`src/rtl/bcd_down_timer.sv`:
```
// Three-digit BCD countdown timer with start/pause/load control and
// direct active-low 7-segment drive for the DE-board HEX displays.
module bcd_down_timer #(
    parameter int TICK_DIV = 50000000,
    parameter int TICK_W   = 26
) (
    input  logic        CLOCK_50,
    input  logic        reset,
    input  logic        load,
    input  logic [11:0] load_value,
    input  logic        start,
    input  logic        pause,
    output logic [3:0]  digit2,
    output logic [3:0]  digit1,
    output logic [3:0]  digit0,
    output logic [6:0]  HEX2,
    output logic [6:0]  HEX1,
    output logic [6:0]  HEX0,
    output logic        running,
    output logic        done,
    output logic        tick
);

    typedef enum logic [1:0] {
        S_IDLE,
        S_RUN,
        S_PAUSED,
        S_DONE
    } state_t;

    localparam logic [TICK_W-1:0] PRESC_LAST = TICK_W'(TICK_DIV - 1);

    state_t            state_q, state_d;
    logic [TICK_W-1:0] presc_q, presc_d;
    logic [3:0]        d2_q, d2_d;
    logic [3:0]        d1_q, d1_d;
    logic [3:0]        d0_q, d0_d;
    logic              running_q;
    logic              done_q;
    logic              tick_q, tick_d;

    logic [3:0]        dec2, dec1, dec0;
    logic              at_wrap;
    logic              count_zero;
    logic              dec_zero;

    function automatic logic [3:0] clamp9(input logic [3:0] n);
        return (n > 4'd9) ? 4'd9 : n;
    endfunction

    // Segment order {g,f,e,d,c,b,a}, active low
    function automatic logic [6:0] seg7(input logic [3:0] d);
        logic [6:0] s;
        unique case (d)
            4'd0:    s = 7'b1000000;
            4'd1:    s = 7'b1111001;
            4'd2:    s = 7'b0100100;
            4'd3:    s = 7'b0110000;
            4'd4:    s = 7'b0011001;
            4'd5:    s = 7'b0010010;
            4'd6:    s = 7'b0000010;
            4'd7:    s = 7'b1111000;
            4'd8:    s = 7'b0000000;
            4'd9:    s = 7'b0010000;
            default: s = 7'b1111111;
        endcase
        return s;
    endfunction

    // BCD decrement with borrow ripple; never evaluated at 000 in RUN
    always_comb begin
        dec2 = d2_q;
        dec1 = d1_q;
        dec0 = d0_q - 4'd1;
        if (d0_q == 4'd0) begin
            dec0 = 4'd9;
            if (d1_q == 4'd0) begin
                dec1 = 4'd9;
                dec2 = d2_q - 4'd1;
            end else begin
                dec1 = d1_q - 4'd1;
            end
        end
    end

    assign at_wrap    = (presc_q == PRESC_LAST);
    assign count_zero = ({d2_q, d1_q, d0_q} == 12'h000);
    assign dec_zero   = ({dec2, dec1, dec0} == 12'h000);

    always_comb begin
        state_d = state_q;
        presc_d = presc_q;
        d2_d    = d2_q;
        d1_d    = d1_q;
        d0_d    = d0_q;
        tick_d  = 1'b0;
        if (load) begin
            d2_d    = clamp9(load_value[11:8]);
            d1_d    = clamp9(load_value[7:4]);
            d0_d    = clamp9(load_value[3:0]);
            presc_d = '0;
            state_d = S_IDLE;
        end else if (pause) begin
            if (state_q == S_RUN) begin
                state_d = S_PAUSED;
            end
        end else begin
            unique case (state_q)
                S_IDLE: begin
                    if (start) begin
                        state_d = count_zero ? S_DONE : S_RUN;
                    end
                end
                S_PAUSED: begin
                    if (start) begin
                        state_d = S_RUN;
                    end
                end
                S_RUN: begin
                    if (at_wrap) begin
                        presc_d = '0;
                        tick_d  = 1'b1;
                        d2_d    = dec2;
                        d1_d    = dec1;
                        d0_d    = dec0;
                        if (dec_zero) begin
                            state_d = S_DONE;
                        end
                    end else begin
                        presc_d = presc_q + TICK_W'(1);
                    end
                end
                S_DONE: begin
                    state_d = S_DONE;
                end
                default: begin
                    state_d = S_IDLE;
                end
            endcase
        end
    end

    always_ff @(posedge CLOCK_50 or posedge reset) begin
        if (reset) begin
            state_q   <= S_IDLE;
            presc_q   <= '0;
            d2_q      <= 4'd0;
            d1_q      <= 4'd0;
            d0_q      <= 4'd0;
            running_q <= 1'b0;
            done_q    <= 1'b0;
            tick_q    <= 1'b0;
        end else begin
            state_q   <= state_d;
            presc_q   <= presc_d;
            d2_q      <= d2_d;
            d1_q      <= d1_d;
            d0_q      <= d0_d;
            running_q <= (state_d == S_RUN);
            done_q    <= (state_d == S_DONE);
            tick_q    <= tick_d;
        end
    end

    assign digit2  = d2_q;
    assign digit1  = d1_q;
    assign digit0  = d0_q;
    assign HEX2    = seg7(d2_q);
    assign HEX1    = seg7(d1_q);
    assign HEX0    = seg7(d0_q);
    assign running = running_q;
    assign done    = done_q;
    assign tick    = tick_q;

endmodule

```
`config.mk`:
```
export PLATFORM = sky130hd
export DESIGN_NAME = bcd_down_timer
export DESIGN_NICKNAME = d
export VERILOG_FILES = /design/src/rtl/bcd_down_timer.sv
export SDC_FILE = /design/constraint.sdc
export NUM_CORES = 1
export LEC_CHECK = 0
export BUFFER_PORTS_ARGS = -buffer_cell sky130_fd_sc_hd__buf_2
export CORE_MARGIN = 3
export CORE_UTILIZATION = 35
export CTS_BUF_LIST = sky130_fd_sc_hd__clkbuf_2
export DETAILED_ROUTE_END_ITERATION = 10
export HOLD_SLACK_MARGIN = 0.06
export PLACE_DENSITY_LB_ADDON = 0.3
export SLEW_MARGIN = 20
export SYNTH_ARGS = -nofsm -noshare
export SYNTH_HDL_FRONTEND = slang
export SYNTH_SLANG_ARGS = --single-unit
```
`constraint.sdc`:
```
create_clock -name CLOCK_50 -period 3 [get_ports CLOCK_50]
set_clock_uncertainty 0.2 [all_clocks]
set_input_delay 0.9 -clock CLOCK_50 [delete_from_list [all_inputs] [get_ports CLOCK_50]]
set_output_delay 0.9 -clock CLOCK_50 [all_outputs]
set_load 0.01 [all_outputs]
```
==> out/qor.yml <==
cts.sinks: 43
drtIter0Drc: 130
combPwrFrac_pct: 31.0
grt_max_degree: 44
synthCells: 367
postCtsHoldBufs: 0
reg2reg_depth: 8
layout.nets: 465
worstPathArrival_ns: 1.81
timing.hold.ws_ns: 0.380
setup_slack_ns: 0.0886
leakagePower_nw: 1.61
switching_share_pct: 34.5
gp_congestion: 0.939
cts_buffers: 5
die_w_um: 99.8
cts_root_buf: "clkbuf_2"
synthArstFlopShare_pct: 100
drc: 0
setup_viol: 0
postSynthAreaPerCell_um2: 8.39
r2r_start: "digit0[1]"
grt-busiest-layer: "met2"
startpoint_type: "flop"
start_util_pct: 36.7
routed_wl_um: 7440
wl_per_cell_um: 13.8
clock_power_share_pct: 19.2
htreeDepth: 2
syn_nets: 400
status: "finished clean"
slew_headroom_pct: 54.8
fmax_ghz: 0.343
cp-end-kind: "primary output"
viasPerCell: 5.24
use_met2_pct: 24.9
fin_crit_sh_pct: 97.0
dp_hpwl_um: 5510
p_int_w: 0.000831
hp-class: "in -> async"
fin_util_pct: 43.2
ys_ff_latch: 43
boundaryPins: 53
irDropWorstVdd_uv: 94.1
met1_usage_pct: 19.9
cts_tree: "yes"
rows: 33
p_switching_w: 0.000439
grt_use_total_pct: 15.1
drive_gt1_share_pct: 24.2
drt.antenna.violating_nets: 0
met3_usage_pct: 2.85
synthDistinctLibCells: 59
power_density_nw_per_um2: 351
synth_seq_area_share_pct: 35.0
cp.required_ns: 1.90
cts.clk_slew.worst_paths_ns: 0.20
slew_violations: 0
seqPwrFrac_pct: 49.8
r2r_end: "done"
synth_edf_count: 0
via_count: 2818
die_h_um: 99.8
syn_to_final_growth_pct: 17.6
overflow: 0
hold_violations: 0
drtPass1Iterations: 4
period_minus_slack_ns: 2.91
drv_cap: 0
yosysWarnings: 0
clk_latency_ns: 0.42
synth_top_flop_cell: "dfrtp_1"
fill_cells: 858
cts_buffer_depth: 2
core_um2: 8380
grt_first_pass_wirelength_um: 12600
synth_area_um2: 3080
worstPathMaxFanout: 9
diodes: 0
worstSetupPathType: "reg -> out"
pre_cts_slack_ns: 0.223
worst_pin_slew_ns: 0.674
io_buffers: 52
antenna_found_initial: 0
reg2reg_setup_slack_ns: 0.41
die-area_um2: 9960
grt_pass1_vias: 2697
==> final cells by class <==
cell class / count / area [um^2] / area share (%)
clock buffer: 7 / 35.0 / 0.968
clock inverter: 1 / 5.00 / 0.138
inverter: 18 / 67.6 / 1.87
multi-input combinational: 293 / 1880 / 52.0
sequential: 43 / 1080 / 29.8
tap: 105 / 131 / 3.63
timing repair buffer: 71 / 419 / 11.6
==> power by group through the flow <==
| stage | Clock (W) | Sequential (W) | Combinational (W) |
|---|---|---|---|
| after floorplan | 0 | 0.000640 | 0.000235 |
| after global placement | 0 | 0.000641 | 0.000371 |
| after detailed placement | 0 | 0.000643 | 0.000375 |
| after CTS | 0.000256 | 0.000631 | 0.000381 |
| after global routing | 0.000271 | 0.000637 | 0.000441 |
| final | 0.000244 | 0.000632 | 0.000394 |
==> registers in the layout, summed over array words and instances (netlist names) <==
signal / flops
presc_q: 26
state_q: 2
digit2: 4
done: 1
digit1: 4
running: 1
tick: 1
digit0: 4
==> placed cells by master (no fill, tap or decap), types with 2 or more instances in the layout <==
master	n
a21o_1	2
a21oi_1	28
a21oi_2	4
a31oi_1	5
and3_1	2
buf_2	52
buf_4	17
clkbuf_2	7
dfrtp_1	40
dfrtp_2	3
ha_1	15
inv_1	16
mux2i_1	4
nand2_1	33
nand2b_1	4
nand3_1	16
nand4_1	14
nor2_1	55
nor2b_1	2
nor3_1	6
nor3b_4	2
nor4_1	2
nor4b_1	4
o211ai_1	2
o21a_1	2
o21ai_0	20
o22ai_1	3
o31ai_1	3
or2_2	4
or3_1	6
or4b_1	2
xnor2_1	8
xor2_1	19
==> Yosys cell counts (2+ instances only) <==
master | n | share of area, %
nor2_1 | 55 | 6.7
dfrtp_1 | 43 | 35
nand2_1 | 33 | 4.0
a21oi_1 | 30 | 4.9
o21ai_0 | 20 | 3.3
xor2_1 | 19 | 5.4
inv_1 | 17 | 2.1
ha_1 | 16 | 6.5
nand3_1 | 16 | 2.6
nand4_1 | 14 | 2.8
clkbuf_1 | 8 | 0.98
xnor2_1 | 8 | 2.3
nor3_1 | 6 | 0.98
or3_1 | 6 | 1.2
a31oi_1 | 5 | 1.0
mux2i_1 | 4 | 1.3
nand2b_1 | 4 | 0.81
nor4b_1 | 4 | 1.1
or2_2 | 4 | 0.81
o22ai_1 | 3 | 0.61
o31ai_1 | 3 | 0.73
a21o_1 | 2 | 0.49
a21oi_2 | 2 | 0.57
and3_1 | 2 | 0.41
buf_2 | 2 | 0.33
buf_6 | 2 | 0.73
nor2b_1 | 2 | 0.41
nor3b_4 | 2 | 1.2
nor4_1 | 2 | 0.41
o211ai_1 | 2 | 0.49
o21a_1 | 2 | 0.49
or4b_1 | 2 | 0.65
==> routing by layer <==
layer / routed length [um] / vias up
met3: 353 / 9
met4: 99 / 0
met2: 3490 / 60
met5: 0 / -
li1: - / 1428
met1: 3490 / 1321
==> cells by family after synthesis <==
kind of cell | count (synthesis) | share of synthesized area [%]
AND/OR/NAND/NOR | 167 | 29.1
AO/OA/AOI/OAI | 78 | 15.6
flip-flops | 43 | 35.0
buffers and inverters | 31 | 4.47
XOR/XNOR | 27 | 7.68
adder cells (fa/ha/maj) | 16 | 6.50
multiplexers | 5 | 1.67
==> repair_timing <==
| action | in CTS | in global routing |
|---|---|---|
| setup endpoints to repair | 4 | 14 |
| pin swaps | 0 | 2 |
| resized for setup | 1 | 8 |
| buffers inserted | 1 | 5 |
==> worst max-delay path by stage <==
stage | from | slack, ns | depth (start not counted) | to
2_1_floorplan | pause | 0.38 | 5 | presc_q[17]
3_3_place_gp | pause | 0.25 | 6 | presc_q[17]
3_5_place_dp | pause | 0.22 | 6 | presc_q[17]
4_1_cts | digit2[0] | 0.007 | 5 | HEX2[3]
5_1_grt | digit1[3] | -0.002 | 5 | HEX1[6]
6_report | digit0[0] | 0.09 | 6 | HEX0[0]
==> stage by stage <==
step / cell area, um^2 / total power [W] / instances / setup TNS, ns
after global placement: 3510 / 0.00101 / 524 / 0
after floorplan: 3080 / 0.000876 / 367 / 0
after detailed placement: 3510 / 0.00102 / 524 / 0
after CTS: 3560 / 0.00127 / 533 / 0
after global routing: 3620 / 0.00135 / 538 / -0.00163
final: 3620 / 0.00127 / 538 / 0
==> critical path: stages, from the launching register on <==
cell     delay (ns)
dfrtp_1        0.42
buf_4          0.17
ha_1           0.18
or2_2          0.27
a21oi_2        0.14
nor2_1         0.06
buf_2          0.13
(Power assumes the default switching activity.)
